**config.mk**
```make
export PLATFORM = sky130hd
export DESIGN_NAME = control_sequencer
export DESIGN_NICKNAME = d
export VERILOG_FILES = /design/src/rtl/control_sequencer.sv
export SDC_FILE = /design/constraint.sdc
export NUM_CORES = 1
export LEC_CHECK = 0
export ABC_AREA = 0
export CAP_MARGIN = 20
export CORE_ASPECT_RATIO = 0.5
export CORE_UTILIZATION = 54
export DETAILED_ROUTE_END_ITERATION = 7
export PLACE_DENSITY_LB_ADDON = 0.05
export SYNTH_ARGS = -nofsm -noshare
export SYNTH_HDL_FRONTEND = slang
export SYNTH_SLANG_ARGS = --single-unit
```
**constraint.sdc**
```tcl
create_clock -name clk -period 16.5 [get_ports clk]
set_input_delay 3.3 -clock clk [delete_from_list [all_inputs] [get_ports clk]]
set_output_delay 3.3 -clock clk [all_outputs]
set_load 0.005 [all_outputs]
```
**src/rtl/control_sequencer.sv**
```systemverilog
// control_sequencer: multi-cycle fetch/decode/execute controller for the TRISC CPU.
// Consumes one-hot decode lines and drives per-cycle strobes for PC, MAR, IR,
// memory bus and accumulator/ALU, with a bounded memory handshake.
module control_sequencer #(
    parameter int unsigned WAIT_MAX = 15
) (
    input  logic        clk,
    input  logic        rst_n,
    input  logic [0:15] D,
    input  logic        z_flag,
    input  logic        n_flag,
    input  logic        mem_ack,
    output logic        mar_load,
    output logic        mar_src,
    output logic        mem_req,
    output logic        mem_we,
    output logic        ir_load,
    output logic        pc_inc,
    output logic        pc_load,
    output logic        acc_load,
    output logic [1:0]  alu_op,
    output logic        acc_inc,
    output logic        acc_clr,
    output logic        halted,
    output logic        illegal_op,
    output logic        bus_error,
    output logic [2:0]  state
);

    typedef enum logic [2:0] {
        StF0   = 3'd0,
        StF1   = 3'd1,
        StDec  = 3'd2,
        StMem  = 3'd3,
        StHalt = 3'd7
    } state_e;

    // Op codes follow the D bit index; OpIll marks an undecodable instruction.
    typedef enum logic [3:0] {
        OpLda = 4'd0,
        OpSta = 4'd1,
        OpAdd = 4'd2,
        OpSub = 4'd3,
        OpXor = 4'd4,
        OpInc = 4'd5,
        OpClr = 4'd6,
        OpJmp = 4'd7,
        OpJpn = 4'd8,
        OpJpz = 4'd9,
        OpHlt = 4'd10,
        OpIll = 4'd15
    } op_e;

    state_e     state_q, state_d;
    op_e        op_q, op_d;
    op_e        op_dec;
    logic [3:0] hot_cnt;
    logic [7:0] wait_q, wait_d;
    logic       timeout;

    // Decode the live one-hot lines; anything but exactly one defined bit is illegal.
    always_comb begin
        hot_cnt = 4'd0;
        op_dec  = OpIll;
        for (int i = 0; i < 11; i++) begin
            if (D[i]) begin
                hot_cnt = hot_cnt + 4'd1;
                op_dec  = op_e'(i[3:0]);
            end
        end
        if (hot_cnt != 4'd1 || D[11:15] != 5'b0) begin
            op_dec = OpIll;
        end
    end

    // An ack in the last allowed cycle still wins over the timeout.
    assign timeout = !mem_ack && (wait_q == 8'(WAIT_MAX));

    // State, latched op and wait counter registers.
    always_ff @(posedge clk or negedge rst_n) begin
        if (!rst_n) begin
            state_q <= StF0;
            op_q    <= OpLda;
            wait_q  <= 8'd0;
        end else begin
            state_q <= state_d;
            op_q    <= op_d;
            wait_q  <= wait_d;
        end
    end

    // Next-state and strobe decode.
    always_comb begin
        state_d    = state_q;
        op_d       = op_q;
        wait_d     = wait_q;
        mar_load   = 1'b0;
        mar_src    = 1'b0;
        mem_req    = 1'b0;
        mem_we     = 1'b0;
        ir_load    = 1'b0;
        pc_inc     = 1'b0;
        pc_load    = 1'b0;
        acc_load   = 1'b0;
        alu_op     = 2'b00;
        acc_inc    = 1'b0;
        acc_clr    = 1'b0;
        halted     = 1'b0;
        illegal_op = 1'b0;
        bus_error  = 1'b0;

        unique case (state_q)
            StF0: begin
                mar_load = 1'b1;
                wait_d   = 8'd0;
                state_d  = StF1;
            end
            StF1: begin
                mem_req = 1'b1;
                if (mem_ack) begin
                    ir_load = 1'b1;
                    pc_inc  = 1'b1;
                    state_d = StDec;
                end else if (timeout) begin
                    bus_error = 1'b1;
                    state_d   = StHalt;
                end else begin
                    wait_d = (wait_q == 8'hFF) ? wait_q : wait_q + 8'd1;
                end
            end
            StDec: begin
                op_d    = op_dec;
                state_d = StF0;
                case (op_dec)
                    OpLda, OpSta, OpAdd, OpSub, OpXor: begin
                        mar_src  = 1'b1;
                        mar_load = 1'b1;
                        wait_d   = 8'd0;
                        state_d  = StMem;
                    end
                    OpInc:   acc_inc = 1'b1;
                    OpClr:   acc_clr = 1'b1;
                    OpJmp:   pc_load = 1'b1;
                    OpJpn:   pc_load = n_flag;
                    OpJpz:   pc_load = z_flag;
                    OpHlt:   state_d = StHalt;
                    default: illegal_op = 1'b1;
                endcase
            end
            StMem: begin
                mem_req = 1'b1;
                mem_we  = (op_q == OpSta);
                if (mem_ack) begin
                    state_d = StF0;
                    case (op_q)
                        OpLda: begin acc_load = 1'b1; alu_op = 2'b00; end
                        OpAdd: begin acc_load = 1'b1; alu_op = 2'b01; end
                        OpSub: begin acc_load = 1'b1; alu_op = 2'b10; end
                        OpXor: begin acc_load = 1'b1; alu_op = 2'b11; end
                        default: ;
                    endcase
                end else if (timeout) begin
                    bus_error = 1'b1;
                    state_d   = StHalt;
                end else begin
                    wait_d = (wait_q == 8'hFF) ? wait_q : wait_q + 8'd1;
                end
            end
            StHalt: begin
                halted = 1'b1;
            end
            default: begin
                state_d = StF0;
            end
        endcase

        // Strobes are silent while reset is held, including the F0 MAR load.
        if (!rst_n) begin
            mar_load   = 1'b0;
            mar_src    = 1'b0;
            mem_req    = 1'b0;
            mem_we     = 1'b0;
            ir_load    = 1'b0;
            pc_inc     = 1'b0;
            pc_load    = 1'b0;
            acc_load   = 1'b0;
            alu_op     = 2'b00;
            acc_inc    = 1'b0;
            acc_clr    = 1'b0;
            halted     = 1'b0;
            illegal_op = 1'b0;
            bus_error  = 1'b0;
        end
    end

    assign state = rst_n ? state_q : 3'd0;

endmodule

```
---- After elaboration in Yosys (flattened, before gate mapping) ----
Index checks and enable logic that the tools add are counted.
storage, ports and cells
  flip-flop bits (word level) ............. 15
  input bits .............................. 21
  logic and storage cells ................. 124
operators by class
  reduce and logical (&&, ||, !) cells .... 13
  equality and inequality tests ........... 25
  add/sub/neg operators ................... 11
  multiplexer cells ....................... 72
operator list
  cell                                                             count
  4-bit two-way mux                                                22
  4-bit by 1-bit adder with 4-bit output, second input constant    10
  1-bit two-way mux                                                33
  8-bit two-way mux                                                4
  8-bit one-hot mux with 3 select lines                            1
  4-bit by 3-bit == test with 1-bit output, second input constant  5
  4-bit by 2-bit == test with 1-bit output, second input constant  4
  3-bit one-hot mux with 5 select lines                            1
  4-bit == test, second input constant                             3
  3-bit two-way mux                                                4
  11-bit OR reduction                                              1
  8-bit by 1-bit adder with 8-bit output, second input constant    1
  4-bit by 1-bit == test with 1-bit output, second input constant  2
  8-bit by 4-bit == test with 1-bit output, second input constant  1
  8-bit == test, second input constant                             1
  4-bit zero test                                                  2
  2-bit != test, second input constant                             4
  3-bit by 2-bit == test with 1-bit output, second input constant  2
  2-bit two-way mux                                                3
  2-bit one-hot mux with 3 select lines                            1
  3-bit one-hot mux with 2 select lines                            1
  5-bit AND reduction                                              1
  5-bit nonzero test                                               1
  5-bit OR reduction                                               1
  12 further kinds                                                 12

---- Logic depth before layout (Yosys ltp) ----
Gate-level depths: netlist of the first run.
  word-level depth ........................ 29
  mapped depth ............................ 36
  gate-level depth less buffers ........... 35

---- Worst setup path after synthesis of the first run ----
Ideal clock, no wire load.
  path type ............................... input -> output
  start point ............................. in D[1] (netlist name)
  end point ............................... out acc_inc
  path buffers ............................ 0
  arrival ................................. 9431 ps
  cell stages on the path ................. 34
  path slack .............................. 3769 ps
  data required time ...................... 13200 ps
  path through ............................ ha_1 or2_2 and2_1 ha_1 mux2_2 ha_1 mux2_2 ha_1 inv_1 a22o_2 nand2_1 ha_1 nor2b_1 nor2_1 ha_1 nand2_1 o21ai_0 ha_1 and2_1 a31oi_1 a41o_2 inv_1 ha_1 nand2_1 o21ai_0 ha_1 nand2_1 xnor2_1 xnor2_1 xnor2_1 or2_2 nand3b_1 nor4_1 and2_1
on the way
  word-level cells in the longest chain between the ends .. 26
  elaborated cells on any way between the ends .. 36
  those cells by class .................... add/sub (9); eq/ne (2); mux (24); reduce/logical (1)
RTL lines
  what                                        RTL line  source
  start, declared                             9         input logic [0:15] D,
  4-bit two-way mux                           66        if (D[i]) begin
  4-bit by 1-bit adder with 4-bit output      67        hot_cnt = hot_cnt + 4'd1;
  4-bit two-way mux                           66
  4-bit by 1-bit adder with 4-bit output      67
  4-bit two-way mux                           66
  4-bit by 1-bit adder with 4-bit output      67
  4-bit two-way mux                           66
  4-bit by 1-bit adder with 4-bit output      67
  [... 10 more ...]                           --
  4-bit two-way mux                           66
  4-bit by 1-bit != test with 1-bit output    71        if (hot_cnt != 4'd1 || D[11:15] != 5'b0) begin
  1-bit logical OR                            71
  4-bit two-way mux *                         71
  4-bit by 3-bit == test with 1-bit output *  134       case (op_dec)
  1-bit two-way mux *                         134
  1-bit two-way mux *                         112       unique case (state_q)
  1-bit two-way mux *                         178       if (!rst_n) begin
  end, declared                               22        output logic acc_inc,
Mark *: on every way between the ends. The rest lies on a longest branch, timed or not.

---- Worst setup path after layout of the first run ----
  start point ............................. in D[0] (netlist name)
  end point ............................... out acc_inc
on the way
  word-level cells in the longest chain between the ends .. 28
  elaborated cells on any way between the ends .. 39
  those cells by class .................... add/sub (10); eq/ne (2); mux (26); reduce/logical (1)
RTL lines
  what                                        RTL line
  1-bit two-way mux                           66
  4-bit by 1-bit adder with 4-bit output      67
  4-bit two-way mux                           66
  4-bit by 1-bit adder with 4-bit output      67
  4-bit two-way mux                           66
  4-bit by 1-bit adder with 4-bit output      67
  4-bit two-way mux                           66
  4-bit by 1-bit adder with 4-bit output      67
  [... 12 more ...]                           --
  4-bit two-way mux                           66
  4-bit by 1-bit != test with 1-bit output    71
  1-bit logical OR                            71
  4-bit two-way mux *                         71
  4-bit by 3-bit == test with 1-bit output *  134
  1-bit two-way mux *                         134
  1-bit two-way mux *                         112
  1-bit two-way mux *                         178
Marks and branches as above.

==> reports/results.ini, run 1 <==
[grt]
grt_usage_pct = 21.9
grt_max_degree = 22
grt_remaining_overflow = 0
antenna_found_initial = 0
grt_pass1_vias = 1626
grt_pass1_wl_mm = 7.25

[drt]
met1Wirelength_mm = 2.10
met2WireLength_mm = 2.24
firstDrtPassIters = 4
drcViolationCount = 0
postRouteAntennaNets = 0
drt_first_iter_violations = 86
via_per_inst = 5.69
wl_per_cell_um = 13.1
wl_met3_um = 221
top_layer = met4
totalWireLength_mm = 4.58
vias = 1990

[flow_run]
drv_cap = 0

[setup_path]
r2r_cells = 8
reg2reg_slack_ns = 14.11
start_kind = input pin
cp_max_fo = 7
critPathMaxStageDelay_ns = 0.49
crit_required_ns = 13.20
slowest_stage = clkdlybuf4s50_1
critPathKind = input pin to output port
crit_arrival_ns = 10.97
critPathMostFrequentCell = ha_1
r2r-end = wait_q[4]
r2r-start = wait_q[0]
endpoint_kind = output port
crit_start = D[0]

[timing]
fmax_mhz = 70.1
fin_crit_ns = 14.27
timing.final.crit_share_pct = 86.5
max_slew.worst_pin.slew_ns = 0.815
setup_viol = 0
report.final.slew_viol_count = 0
clock_skew_ns = 0.00223
max_slew_margin_pct = 45.5
final_hold_viol_count = 0
rsz0062_at_grt = false
setup_tns_ns = 0

[floorplan]
dieArea_um2 = 4190
dieHeight_um = 46.3
core_area_um2 = 3580
die_x_um = 90.6
initial_utilization_pct = 59.1
io_pins = 39
fp-row-count = 15

[final_layout]
nets = 333
mostFrequentLayoutCell = clkdlybuf4s50_1
drive_above_1_share_pct = 9.03
diodes = 0
post-route-util_pct = 69.8
area_delta_synth_final_pct = 18.1
design_area_um2 = 2500
mostFrequentLayoutCells = clkdlybuf4s50_1, nand2_1, nor2_1

[synth]
syn-cell-area_um2 = 2120
synth_edf_count = 0
synth.avg_cell_area_um2 = 7.79
ys.flop_type = dfrtp_1
ys_seq_elements = 15
ys_seq_area_share_pct = 17.7
async_reset_ff_share_pct = 100
syn_nets = 305
yosys_warnings = 0
yosysTopAreaCell = dfrtp_1
yosys.cell_types.count = 58
synth_top_area_share_pct = 17.7
synth_area_leaders = dfrtp_1, ha_1, nand2_1
synth_cells = 272

[cts]
cts-root-buf = clkbuf_8
cts_buffer_depth = 2
cts-resized-gates = 0
clock_latency_ns = 0.25
cts_setup_buffers = 0
htree_num_levels = 1
cts_tree = yes
cts_buffers = 3
cts-hold-fix-buffers = 0
numClockSinks = 15
clk_pin_slew_ns = 0.06

[min_path]
worstHoldEndpoint = wait_q[1]
hold_path_class = register to register
min_from = wait_q[1]
min_path_cells = 2

[pwr]
p_total_uw = 247
ir_drop_mv = 0.0527
power_frac_comb_pct = 66.0
swShare_pct = 45.7
intPower_uw = 134
p_clk_share_pct = 12.3
p_leak_uw = 0.000997
p_switching_uw = 113
seq_power_share_pct = 21.7
power_density_nw_per_um2 = 98.9

[placement]
dp_hpwl_mm = 3.71
gp_congestion = 0.866
io_buffers = 38
dpl_cell_area_um2 = 2450

[outcome]
status = finished, final reports clean

[cell usage after synthesis (2+ instances only)]
| cell | instances |
|---|---|
| or3b_2 | 2 |
| buf_6 | 3 |
| nand3_1 | 11 |
| and3_1 | 6 |
| nand2_1 | 37 |
| clkbuf_1 | 5 |
| a21oi_1 | 17 |
| ha_1 | 12 |
| o21bai_1 | 3 |
| nand3b_1 | 4 |
| clkbuf_8 | 2 |
| o211ai_1 | 3 |
| nor2_1 | 22 |
| or3_1 | 4 |
| xnor2_1 | 13 |
| mux2_2 | 2 |
| o21a_1 | 2 |
| xnor3_2 | 3 |
| dfrtp_1 | 15 |
| or2_2 | 4 |
| nand4_1 | 3 |
| o211ai_2 | 2 |
| xor2_1 | 8 |
| nor2b_1 | 2 |
| buf_2 | 4 |
| o21ai_0 | 10 |
| nor4_1 | 3 |
| a211oi_1 | 4 |
| nand2b_1 | 2 |
| nor3_1 | 11 |
| and2_1 | 9 |
| o2111ai_1 | 2 |
| a31oi_1 | 5 |
| nor3b_1 | 2 |
| inv_1 | 12 |
[area by class of cell]
cell class                 count  area [µm²]
tap                           51        63.8
multi-input combinational    230        1590
sequential                    15         375
fill                         307        1080
inverter                      12        45.0
clock buffer                   3        41.3
clock inverter                 1        5.00
timing repair buffer          38         380
[worst max-delay path: cells and delay by family]
kind | cells | cell delay, ns
XOR/XNOR | 3 | 0.42
AND/OR/NAND/NOR | 13 | 2.37
AO/OA/AOI/OAI | 5 | 0.78
buffers and inverters | 4 | 1.04
multiplexers | 2 | 0.56
adder cells (fa/ha/maj) | 9 | 2.50
[flip-flops by register name, indices dropped and copies added, names as in the netlist]
signal	flops
op_q	4
state_q	3
wait_q	8
[layer usage]
layer	vias to the layer above	global-route usage, %
met5	-	0
met4	0	2.90
met3	2	2.97
met2	49	42.0
met1	909	27.9
li1	1030	-
[logic make-up (layout without fill, tap and decap cells)]
logic type                 Yosys count  count (layout)  share of synthesized area, %
xor gates and xnor gates            27              27                          15.1
DFF                                 15              15                          17.7
and+or+nand+nor                    130             130                          31.7
AOI/OAI and AO/OA                   58              58                          19.7
adders and majority gates           12              12                          7.09
muxes                                3               3                          1.54
buffers and inverters               27              54                          7.21
[per-stage QoR]
step	hold WS [ns]	worst slack, ns	instances
after floorplan	0.476	3.77	272
after global placement	0.496	2.37	346
after detailed placement	0.515	2.24	346
after CTS	0.529	2.22	350
after global routing	0.569	1.69	350
final	0.518	2.23	350
[how the worst max path moves through the flow]
| stage | endpoint | cells after the start | slack, ns |
|---|---|---|---|
| 2_1_floorplan | acc_inc | 34 | 3.77 |
| 3_3_place_gp | acc_inc | 36 | 2.37 |
| 3_5_place_dp | acc_inc | 36 | 2.24 |
| 4_1_cts | acc_inc | 36 | 2.22 |
| 5_1_grt | acc_inc | 36 | 1.69 |
| 6_report | acc_inc | 36 | 2.23 |
[power groups by stage]
stage          registers [µW]  clock network, µW  logic (µW)
5_1_grt                  55.1               32.8         180
2_1_floorplan            47.0                  0         135
3_3_place_gp             53.7                  0         156
4_1_cts                  53.4               31.0         162
3_5_place_dp             54.1                  0         161
6_report                 53.6               30.5         163
No activity file was read; power rests on OpenSTA's default activity.
==> run 2, diff against run 1 <==
- clock period: 16.5 -> 17.8 ns (I/O delays scaled with it)
==> run 2 against run 1 <==
Net effect:
- via count rose by 2.2%
- clock power fell by 6.9%
- sequential power fell by 7.3%
- non-clock buffer count did not move
- critical path type unchanged
==> reports/results.ini, run 2 (same netlist as run 1, synthesis figures left out) <==
[outcome]
status = finished, final reports clean

[placement]
gp_congestion = 0.855
io_buffers = 38
dp_hpwl_mm = 3.83

[floorplan]
dieArea_um2 = 4190
dieHeight_um = 46.3
core_area_um2 = 3580
io_pins = 39
initial_utilization_pct = 59.1
die_x_um = 90.6
fp-row-count = 15

[grt]
grt_max_degree = 22
grt_remaining_overflow = 0
grt_pass1_vias = 1753
grt_usage_pct = 23.4
antenna_found_initial = 0
grt_pass1_wl_mm = 7.79

[drt]
firstDrtPassIters = 4
postRouteAntennaNets = 0
totalWireLength_mm = 4.78
wl_per_cell_um = 13.7
drcViolationCount = 0
via_per_inst = 5.81
drt_first_iter_violations = 92
vias = 2033

[cts]
numClockSinks = 15
htree_num_levels = 1
cts-hold-fix-buffers = 0
cts-resized-gates = 0
clk_pin_slew_ns = 0.06
cts_tree = yes
cts_setup_buffers = 0
clock_latency_ns = 0.25
cts-root-buf = clkbuf_8
cts_buffer_depth = 2
cts_buffers = 3

[final_layout]
mostFrequentLayoutCell = clkdlybuf4s50_1
drive_above_1_share_pct = 9.03
diodes = 0
multiInputGateArea_um2 = 1590
post-route-util_pct = 69.8
fill_cells = 320
nets = 333
regMostFlops = wait_q
seqCellArea_um2 = 375
mostFrequentLayoutCells = clkdlybuf4s50_1, nand2_1, nor2_1
largest_register_ffs = 8
reg_top3 = wait_q: 8 flops, op_q: 4 flops, state_q: 3 flops
area_delta_synth_final_pct = 18.1

[timing]
final_hold_viol_count = 0
fin_crit_ns = 14.79
setup_tns_ns = 0
rsz0062_at_grt = false
report.final.slew_viol_count = 0
setup_viol = 0
max_slew.worst_pin.slew_ns = 0.815
max_slew_margin_pct = 45.5
fmax_mhz = 67.6
timing.final.crit_share_pct = 83.1
clock_skew_ns = 0.00460

[setup_path]
crit_start = D[0]
crit_required_ns = 14.24
critPathKind = input pin to output port
r2r-end = wait_q[4]
start_kind = input pin
endpoint_kind = output port
slowest_stage = clkdlybuf4s50_1
r2r_cells = 8
critPathMaxStageDelay_ns = 0.49
reg2reg_slack_ns = 15.48
critPathMostFrequentCell = ha_1
cp_max_fo = 7
crit_arrival_ns = 11.23
critPathCapture = acc_inc
r2r-start = wait_q[0]

[pwr]
ir_drop_mv = 0.0541
p_leak_uw = 0.000997
power_density_nw_per_um2 = 91.8

[min_path]
hold_path_class = register to register

[flow_run]
drv_cap = 0

run 2: per-layer routing:
layer | wire, µm | GRT usage, % | vias to the layer above
met5 | 0 | 0 | -
met4 | 21 | 3.55 | 0
met3 | 225 | 2.97 | 3
met2 | 2310 | 44.1 | 54
met1 | 2220 | 30.1 | 943
li1 | - | - | 1033
run 2: critical path, delay by kind of cell:
family	cells	cell delay [ns]
adders and majority gates	9	2.49
and+or+nand+nor	13	2.35
buffers and inverters	4	1.04
AOI/OAI and AO/OA	5	0.79
muxes	2	0.56
xor gates and xnor gates	3	0.43
run 2: where the power goes:
| part | switching (µW) | total, µW | internal, µW |
|---|---|---|---|
| clock | 12.9 | 28.4 | 15.5 |
| sequential | 10.2 | 49.7 | 39.5 |
| combinational | 81.7 | 151 | 69.6 |
| total | 105 | 230 | 125 |
run 2: how the worst min path moves through the flow:
stage | cells after the start | slack (ns) | end | startpoint
5_1_grt | 2 | 0.58 | wait_q[0] | wait_q[0]
3_5_place_dp | 2 | 0.51 | wait_q[1] | wait_q[1]
4_1_cts | 2 | 0.53 | wait_q[1] | wait_q[1]
6_report | 2 | 0.53 | wait_q[1] | wait_q[1]
2_1_floorplan | 2 | 0.48 | wait_q[1] | wait_q[1]
3_3_place_gp | 2 | 0.50 | wait_q[1] | wait_q[1]
run 2: layout make-up:
| type | instances | area share [%] |
|---|---|---|
| Timing Repair Buffer | 38 | 15.2 |
| Clock inverter | 1 | 0.200 |
| Sequential cell | 15 | 15.0 |
| Multi-Input combinational cell | 230 | 63.6 |
| Clock buffer | 3 | 1.65 |
| Inverter | 12 | 1.80 |
| Tap cell | 51 | 2.55 |
run 2: per-stage QoR:
step                cells  worst slack, ns  area, µm²  hold slack (ns)  power, µW
detailed placement    346             3.05       2450            0.514        200
global placement      346             3.30       2450            0.495        194
CTS                   350             3.02       2500            0.532        230
floorplan             272             4.55       2120            0.476        169
finish                350             3.01       2500            0.533        230
global route          350             2.46       2500            0.579        248
